$ cat src/rtl/cpu_pkg.sv
// Shared types and constants for the CPU pipeline stages.
package cpu_pkg;

    typedef enum logic [1:0] {
        IDLE = 2'd0,
        WAIT = 2'd1,
        HOLD = 2'd2
    } fetch_state_t;

    localparam logic [31:0] NOP_INSTR = 32'h0000_0000;
    localparam int          PC_STEP   = 4;

endpackage

$ cat src/rtl/if_id_reg.sv
// IF/ID pipeline register: load a fetched instruction, hold it while decode
// stalls, or flush it to a NOP bubble.
module if_id_reg
    import cpu_pkg::*;
#(
    parameter int ADDR_WIDTH  = 32,
    parameter int INSTR_WIDTH = 32
) (
    input  logic                   clk,
    input  logic                   reset,
    input  logic                   load,
    input  logic                   flush,
    input  logic                   stall,
    input  logic [INSTR_WIDTH-1:0] load_instr,
    input  logic [ADDR_WIDTH-1:0]  load_pc,
    output logic                   id_valid,
    output logic [INSTR_WIDTH-1:0] id_instr,
    output logic [ADDR_WIDTH-1:0]  id_pc,
    output logic [ADDR_WIDTH-1:0]  id_pc_plus4
);

    logic                   valid_q, valid_d;
    logic [INSTR_WIDTH-1:0] instr_q, instr_d;
    logic [ADDR_WIDTH-1:0]  pc_q, pc_d;
    logic [ADDR_WIDTH-1:0]  pc_plus4_q, pc_plus4_d;

    // Flush beats load; an unstalled slot with nothing new becomes a bubble.
    always_comb begin
        valid_d    = valid_q;
        instr_d    = instr_q;
        pc_d       = pc_q;
        pc_plus4_d = pc_plus4_q;
        if (flush) begin
            valid_d = 1'b0;
            instr_d = INSTR_WIDTH'(NOP_INSTR);
        end else if (load) begin
            valid_d    = 1'b1;
            instr_d    = load_instr;
            pc_d       = load_pc;
            pc_plus4_d = load_pc + ADDR_WIDTH'(PC_STEP);
        end else if (!stall) begin
            valid_d = 1'b0;
            instr_d = INSTR_WIDTH'(NOP_INSTR);
        end
    end

    always_ff @(posedge clk) begin
        if (reset) begin
            valid_q    <= 1'b0;
            instr_q    <= '0;
            pc_q       <= '0;
            pc_plus4_q <= '0;
        end else begin
            valid_q    <= valid_d;
            instr_q    <= instr_d;
            pc_q       <= pc_d;
            pc_plus4_q <= pc_plus4_d;
        end
    end

    assign id_valid    = valid_q;
    assign id_instr    = instr_q;
    assign id_pc       = pc_q;
    assign id_pc_plus4 = pc_plus4_q;

endmodule

$ cat src/rtl/fetch_stage.sv
// Instruction fetch: owns the PC, keeps at most one imem read in flight and
// feeds the IF/ID register, honouring decode stalls and execute redirects.
module fetch_stage
    import cpu_pkg::*;
#(
    parameter int                    ADDR_WIDTH  = 32,
    parameter int                    INSTR_WIDTH = 32,
    parameter logic [ADDR_WIDTH-1:0] RESET_PC    = '0
) (
    input  logic                   clk,
    input  logic                   reset,
    output logic                   imem_req,
    output logic [ADDR_WIDTH-1:0]  imem_addr,
    input  logic                   imem_rvalid,
    input  logic [INSTR_WIDTH-1:0] imem_rdata,
    input  logic                   id_stall,
    input  logic                   redirect_valid,
    input  logic [ADDR_WIDTH-1:0]  redirect_pc,
    output logic                   id_valid,
    output logic [INSTR_WIDTH-1:0] id_instr,
    output logic [ADDR_WIDTH-1:0]  id_pc,
    output logic [ADDR_WIDTH-1:0]  id_pc_plus4
);

    localparam logic [ADDR_WIDTH-1:0] ALIGN_MASK = ~ADDR_WIDTH'(3);

    fetch_state_t           state_q, state_d;
    logic [ADDR_WIDTH-1:0]  pc_q, pc_d;
    logic                   discard_q, discard_d;
    logic [INSTR_WIDTH-1:0] buf_q, buf_d;

    logic                   if_load;
    logic                   if_flush;
    logic [INSTR_WIDTH-1:0] load_instr;
    logic [ADDR_WIDTH-1:0]  pc_next;
    logic                   slot_free;

    assign pc_next   = pc_q + ADDR_WIDTH'(PC_STEP);
    assign slot_free = !id_valid || !id_stall;

    // Redirect flushes everything; a request already in flight is either
    // dropped now (data arriving) or marked so its late response is discarded.
    always_comb begin
        state_d    = state_q;
        pc_d       = pc_q;
        discard_d  = discard_q;
        buf_d      = buf_q;
        imem_req   = 1'b0;
        imem_addr  = pc_q;
        if_load    = 1'b0;
        if_flush   = 1'b0;
        load_instr = buf_q;

        if (redirect_valid) begin
            pc_d     = redirect_pc & ALIGN_MASK;
            if_flush = 1'b1;
            buf_d    = '0;
            if (state_q == WAIT && !imem_rvalid) begin
                discard_d = 1'b1;
                state_d   = WAIT;
            end else begin
                discard_d = 1'b0;
                state_d   = IDLE;
            end
        end else begin
            case (state_q)
                IDLE: begin
                    imem_req  = 1'b1;
                    imem_addr = pc_q;
                    state_d   = WAIT;
                end
                WAIT: begin
                    if (imem_rvalid) begin
                        if (discard_q) begin
                            discard_d = 1'b0;
                            state_d   = IDLE;
                        end else if (slot_free) begin
                            if_load    = 1'b1;
                            load_instr = imem_rdata;
                            pc_d       = pc_next;
                            imem_req   = 1'b1;
                            imem_addr  = pc_next;
                        end else begin
                            buf_d   = imem_rdata;
                            state_d = HOLD;
                        end
                    end
                end
                HOLD: begin
                    if (slot_free) begin
                        if_load    = 1'b1;
                        load_instr = buf_q;
                        pc_d       = pc_next;
                        state_d    = IDLE;
                    end
                end
                default: state_d = IDLE;
            endcase
        end

        if (reset) begin
            imem_req = 1'b0;
        end
    end

    always_ff @(posedge clk) begin
        if (reset) begin
            state_q   <= IDLE;
            pc_q      <= RESET_PC & ALIGN_MASK;
            discard_q <= 1'b0;
            buf_q     <= '0;
        end else begin
            state_q   <= state_d;
            pc_q      <= pc_d;
            discard_q <= discard_d;
            buf_q     <= buf_d;
        end
    end

    if_id_reg #(
        .ADDR_WIDTH (ADDR_WIDTH),
        .INSTR_WIDTH(INSTR_WIDTH)
    ) u_if_id (
        .clk        (clk),
        .reset      (reset),
        .load       (if_load),
        .flush      (if_flush),
        .stall      (id_stall),
        .load_instr (load_instr),
        .load_pc    (pc_q),
        .id_valid   (id_valid),
        .id_instr   (id_instr),
        .id_pc      (id_pc),
        .id_pc_plus4(id_pc_plus4)
    );

endmodule

$ cat config.mk
export PLATFORM = sky130hd
export DESIGN_NAME = fetch_stage
export DESIGN_NICKNAME = d
export VERILOG_FILES = /design/src/rtl/cpu_pkg.sv /design/src/rtl/if_id_reg.sv /design/src/rtl/fetch_stage.sv
export SDC_FILE = /design/constraint.sdc
export NUM_CORES = 1
export LEC_CHECK = 0
export BUFFER_PORTS_ARGS = -buffer_cell sky130_fd_sc_hd__buf_2
export CORE_ASPECT_RATIO = 0.5
export CORE_MARGIN = 4
export CORE_UTILIZATION = 55
export DETAILED_ROUTE_END_ITERATION = 8
export GPL_TIMING_DRIVEN = 0
export PLACE_DENSITY = 0.82
export SLEW_MARGIN = 25
export SYNTH_ARGS = -nofsm -noshare
export SYNTH_HDL_FRONTEND = slang
export SYNTH_SLANG_ARGS = --single-unit
$ cat constraint.sdc
create_clock -name clk -period 3.6 [get_ports clk]
set_clock_uncertainty 0.15 [all_clocks]
set_input_delay 0.18 -clock clk [delete_from_list [all_inputs] [get_ports clk]]
set_output_delay 0.18 -clock clk [all_outputs]
set_load 0.01 [all_outputs]
* Word level (Yosys, flattened, before mapping) *
Cells that the tools add are included.

storage, ports and cells
  output and inout port bits = 130
  logic and storage cells = 71
  input port bits = 69
  register bits after elaboration = 164

operators by class
  $add $sub $neg = 1
  mux-type cells = 36
  equality and inequality tests = 6
  bitwise operators = 3
  reduce and logical (&&, ||, !) cells = 16

operators with widths
  cell                   count
  $mux 32                13
  $pmux 32 s2            1
  $add 32x3->32 const B  1
  $mux 1                 14
  $mux 2                 5
  $ne 3x3->1 const B     2
  $pmux 2 s3             1
  $reduce_bool 2->1      3
  $ne 4x4->1 const B     1
  $pmux 1 s2             2
  $reduce_and 2->1       2
  $reduce_and 4->1       1
  $reduce_or 2->1        2
  $logic_not 1->1        3
  $not 1->1              3
  $reduce_and 3->1       1
  $reduce_bool 3->1      1
  $eq 2x1->1 const B     1
  $eq 2x2->1 const B     1
  $logic_not 2->1        1
  $ne 2x1->1 const B     1
  $logic_and 1x1->1      1
  $logic_or 1x1->1       1

* Depth between registers and ports, before layout *
  depth in word-level cells = 8
  depth in mapped cells = 11
  mapped depth without buffers = 8

* By module *
Synthesis repeated with hierarchy kept, for this count alone.

unflattened totals
  cell total of the unflattened synthesis = 1111
  area total of the unflattened synthesis = 8094.0 um^2

modules (own cells, without submodules)
  module       seq. area each (um^2)  times used  area each (um^2)  cells each
  fetch_stage  1301.2                 1           4131.5            604
  if_id_reg    1901.8                 1           3962.6            507

* Worst setup path after synthesis *
No wires, ideal clock.

  kind = reg2reg
  start point = register pc_q[3]
  end point = register pc_q[22]
  period minus slack after synthesis = 2.437 ns
  stages on the path, launching flop included = 8
  data required time = 3.332 ns
  path slack = 1.163 ns
  arrival time = 2.170 ns
  setup time = 0.118 ns
  path buffers = 0
  cells stage by stage = dfxtp_1 -> ha_1 -> nand4_2 -> nor3_2 -> nor3b_2 -> nand3_1 -> a221o_1 -> o2111a_1

between the ends
  word-level cells in the longest chain between the ends = 6

ends and longest elaborated chain
  what                    RTL line            text
  from (decl)             fetch_stage.sv:28   logic [ADDR_WIDTH-1:0] pc_q, pc_d;
  from (signal assigned)  fetch_stage.sv:109  pc_q <= RESET_PC & ALIGN_MASK;
  from (signal assigned)  fetch_stage.sv:114  pc_q <= pc_d;
  $add 32x3->32 (*)       fetch_stage.sv:38   assign pc_next = pc_q + ADDR_WIDTH'(PC_STEP);
  $mux 32 (*)             n/a
  $mux 32 (2 in a row)    n/a
  $pmux 32 s2 (*)         fetch_stage.sv:66   case (state_q)
  $mux 32 (*)             fetch_stage.sv:54   if (redirect_valid) begin

Mark *: on every way between the ends. The rest lies on a longest branch, timed or not.
A chain may end at the register's enable or synchronous reset.

* Final worst setup path *
  start point = input port imem_rvalid
  end point = output port imem_addr[22]

between the ends
  word-level cells in the longest chain between the ends = 3

ends and longest elaborated chain
  what         RTL line           text
  from (decl)  fetch_stage.sv:14  input logic imem_rvalid,
  $mux 32      fetch_stage.sv:73  if (imem_rvalid) begin
  $mux 32      fetch_stage.sv:66
  $mux 32      fetch_stage.sv:54
  to (decl)    fetch_stage.sv:13  output logic [ADDR_WIDTH-1:0] imem_addr,

No other way between the ends.

==> impl_metrics.env <==
export IMPL_rsz0062_at_grt="no"
export IMPL_ys_dominant_reg_cell="dfxtp_1"
export IMPL_antenna_left=0
export IMPL_cellPowerDensity_mw_per_mm2=419
export IMPL_cp_slowest_cell="clkbuf_1"
export IMPL_switching_power_w=0.00125
export IMPL_syn_cell_area_mm2=0.00797
export IMPL_grt_ovfl_total=0
export IMPL_dr_pass1_iters=8
export IMPL_drive_gt1_frac=0.195
export IMPL_status="finished, final reports clean"
export IMPL_portBuffers=188
export IMPL_dr_first_iter_drc_count=1033
export IMPL_synth_seq_cells=158
export IMPL_cp_end_kind="output pin"
export IMPL_p_seq_frac=0.419
export IMPL_fillCellCount=1110
export IMPL_hold_viol=0
export IMPL_grt_max_degree=17
export IMPL_num_antenna_cells=0
export IMPL_async_flop_share=0
export IMPL_synth_area_leader_cell="dfxtp_1"
export IMPL_maxSlewViolCount=0
export IMPL_critPathMaxStageDelay_ns=0.66
export IMPL_cts_root_buf="clkbuf_16"
export IMPL_clk_latency_ns=0.43
export IMPL_gp_congestion=0.969
export IMPL_drv_cap=0
export IMPL_path_clk_slew_ns=0.06
export IMPL_via_per_inst=5.98
export IMPL_relSlewSlack=0.358
export IMPL_synth_seq_area_share=0.397
export IMPL_yosysMostFrequentCell="nand2_1"
export IMPL_fin_crit_sh=0.966
export IMPL_cts_setup_buffers=0
export IMPL_regArea_mm2=0.00316
export IMPL_crit_chain="dlygate4sd3_1 > buf_2 > nor2b_1 > nand2_1 > nor2_1 > clkbuf_1 > nand2_1 > xnor2_1 > buf_2"
export IMPL_p_sw_frac=0.289
export IMPL_preCtsSetupSlack_ns=0.256
export IMPL_synth_area_leaders="dfxtp_1 (40%), nand2_1 (9.4%), a21oi_1 (7.1%), xnor2_1 (4.7%), nor2_1 (3.9%)"
export IMPL_hp_class="in -> reg"
export IMPL_grt_pass1_wl_um=45100
export IMPL_tightestPinTransition_ns=0.954
export IMPL_cp_required_ns=3.27
export IMPL_setup_tns_ns=0
export IMPL_first_global_vias=8509
export IMPL_critical_path_arrival_ns=3.15
export IMPL_drc=0
export IMPL_cp_max_fo=10
export IMPL_leakagePower_nw=3.92
export IMPL_synth_top_area_share=0.397
export IMPL_die_y_um=93.1
export IMPL_finalCriticalPeriod_ns=3.48
export IMPL_grtUsageTotal=0.342
export IMPL_final_nets=1371
export IMPL_wl_um=28800
export IMPL_area_delta_synth_final_pct=29.3
export IMPL_avgRoutedWirePerCell_um=19.2
export IMPL_clockPowerShare=0.437
export IMPL_cts_tree="yes"
export IMPL_h_tree_depth=4
export IMPL_setup_viol=0
export IMPL_clockBufferDepth=2
export IMPL_synth_cell_type_count=64
export IMPL_num_io_pins=199
export IMPL_startpoint_type="primary input"
export IMPL_dp_hpwl_um=20000
export IMPL_power_internal_w=0.00307
export IMPL_antenna_found_initial=0
export IMPL_die_area_mm2=0.0166
export IMPL_cts_sinks=158
export IMPL_ys_top_cells_by_count="nand2_1 (200), dfxtp_1 (158), a21oi_1 (113)"
export IMPL_critPathTopFamily="buffers and inverters"
export IMPL_multi_input_area_mm2=0.00433
export IMPL_synth_edff_count=0
export IMPL_syn_inst=1034
export IMPL_critPathBufInv=4
export IMPL_row_count=30
export IMPL_die_width_um=178
export IMPL_numCtsBuffers=17
export IMPL_critical_path_class="in -> out"
export IMPL_syn_avg_cell_area_um2=7.71
export IMPL_yosysWarnings=0
export IMPL_combPwrFrac=0.144
export IMPL_ir_worst_vdd_uv=243
export IMPL_core_mm2=0.0139
export IMPL_initial_core_util=0.576
export IMPL_via_count=8994
export IMPL_worst_slack_ns=0.124
export IMPL_max_freq_ghz=0.288
[layout make-up]
type	count	share of cell area
clock buffer	18	0.0416
clock inverter	14	0.0170
buffer	108	0.0464
sequential	158	0.307
inverter	7	0.00255
timing repair buffer	240	0.142
multi-input combinational	766	0.420
tap	192	0.0233
[routing by layer]
layer  part of all wire  vias to the layer above  wire, um  track usage
met3               0.11                       71      3220        0.100
met2               0.45                      524     12900        0.535
li1                   -                     4165         -            -
met1               0.42                     4234     12000        0.457
met5                  0                        -         0            0
met4              0.024                        0       689        0.107
[metrics by stage]
step / power, W / hold WS (ns) / instances / util / instance area, um2
2_1_floorplan: 0.00220 / 0.143 / 1039 / - / 7990
4_1_cts: 0.00430 / 0.00244 / 1503 / 0.744 / 10300
6_report: 0.00432 / 0.000732 / 1503 / 0.744 / 10300
3_3_place_gp: 0.00239 / 0.278 / 1419 / 0.662 / 9170
3_5_place_dp: 0.00240 / 0.283 / 1419 / 0.662 / 9170
5_1_grt: 0.00446 / 0.0249 / 1503 / 0.744 / 10300
[registers in the layout, summed over array words and instances (netlist names)]
register	count
buf_q	32
u_if_id.id_instr	32
pc_q	30
u_if_id.id_pc	30
u_if_id.id_pc_plus4	30
state_q	2
discard_q	1
u_if_id.id_valid	1
[worst reg2reg max path, stage by stage, from the launching register on]
cell,delay [ns]
dfxtp_1,0.31
inv_1,0.09
ha_1,0.17
clkbuf_1,0.40
and3b_1,0.24
o21ai_0,0.15
nor3_1,0.23
clkbuf_1,0.55
clkbuf_1,0.72
nand2_1,0.22
a21oi_1,0.17
[repair_timing]
item,in CTS,in global routing
pin swaps,0,0
resized for setup,1,3
endpoints found under the hold margin,84,0
setup endpoints to repair,1,3
hold buffers,52,0
[logic make-up after synthesis]
| family | synth area share |
|---|---|
| muxes | 0.00628 |
| other | 0.000470 |
| AOI/OAI and AO/OA | 0.211 |
| and+or+nand+nor | 0.241 |
| xor gates and xnor gates | 0.0747 |
| DFF | 0.397 |
| buffers and inverters | 0.0631 |
| adders and majority gates | 0.00628 |
[cell usage in the layout (no fill, tap or decap), drive strengths merged, types with 10 or more instances in the layout]
cell	count
clkbuf	94
xor2	25
buf	220
or3	10
nor3	22
nor2	82
nand3	60
inv	14
o21ai	26
dlygate4sd3	52
a211oi	27
nand2	200
dfxtp	158
o221ai	34
nand4	10
xnor2	43
a21oi	113
[power groups by stage]
stage          logic (W)  clock network [W]  registers (W)
2_1_floorplan   0.000350                  0        0.00185
3_3_place_gp    0.000548                  0        0.00185
3_5_place_dp    0.000556                  0        0.00185
4_1_cts         0.000604            0.00189        0.00181
5_1_grt         0.000667            0.00198        0.00181
6_report        0.000623            0.00189        0.00181
[path summary, 6_finish.rpt]
check	startpoint	endpoint	slack, ns	depth (start not counted)
worst min register to register	u_if_id.id_pc[25]$_SDFFE_PP0P_	u_if_id.id_pc[25]$_SDFFE_PP0P_	0.30	2
worst max-delay path	imem_rvalid	imem_addr[22]	0.12	9
worst min-delay path	redirect_pc[31]	pc_q[31]$_SDFFE_PP0P_	0.0007	4
worst max register to register	state_q[1]$_SDFFE_PP0P_	u_if_id.id_pc_plus4[3]$_SDFFE_PP0P_	0.14	10
Note: power is estimated with default switching activity, not from simulation.
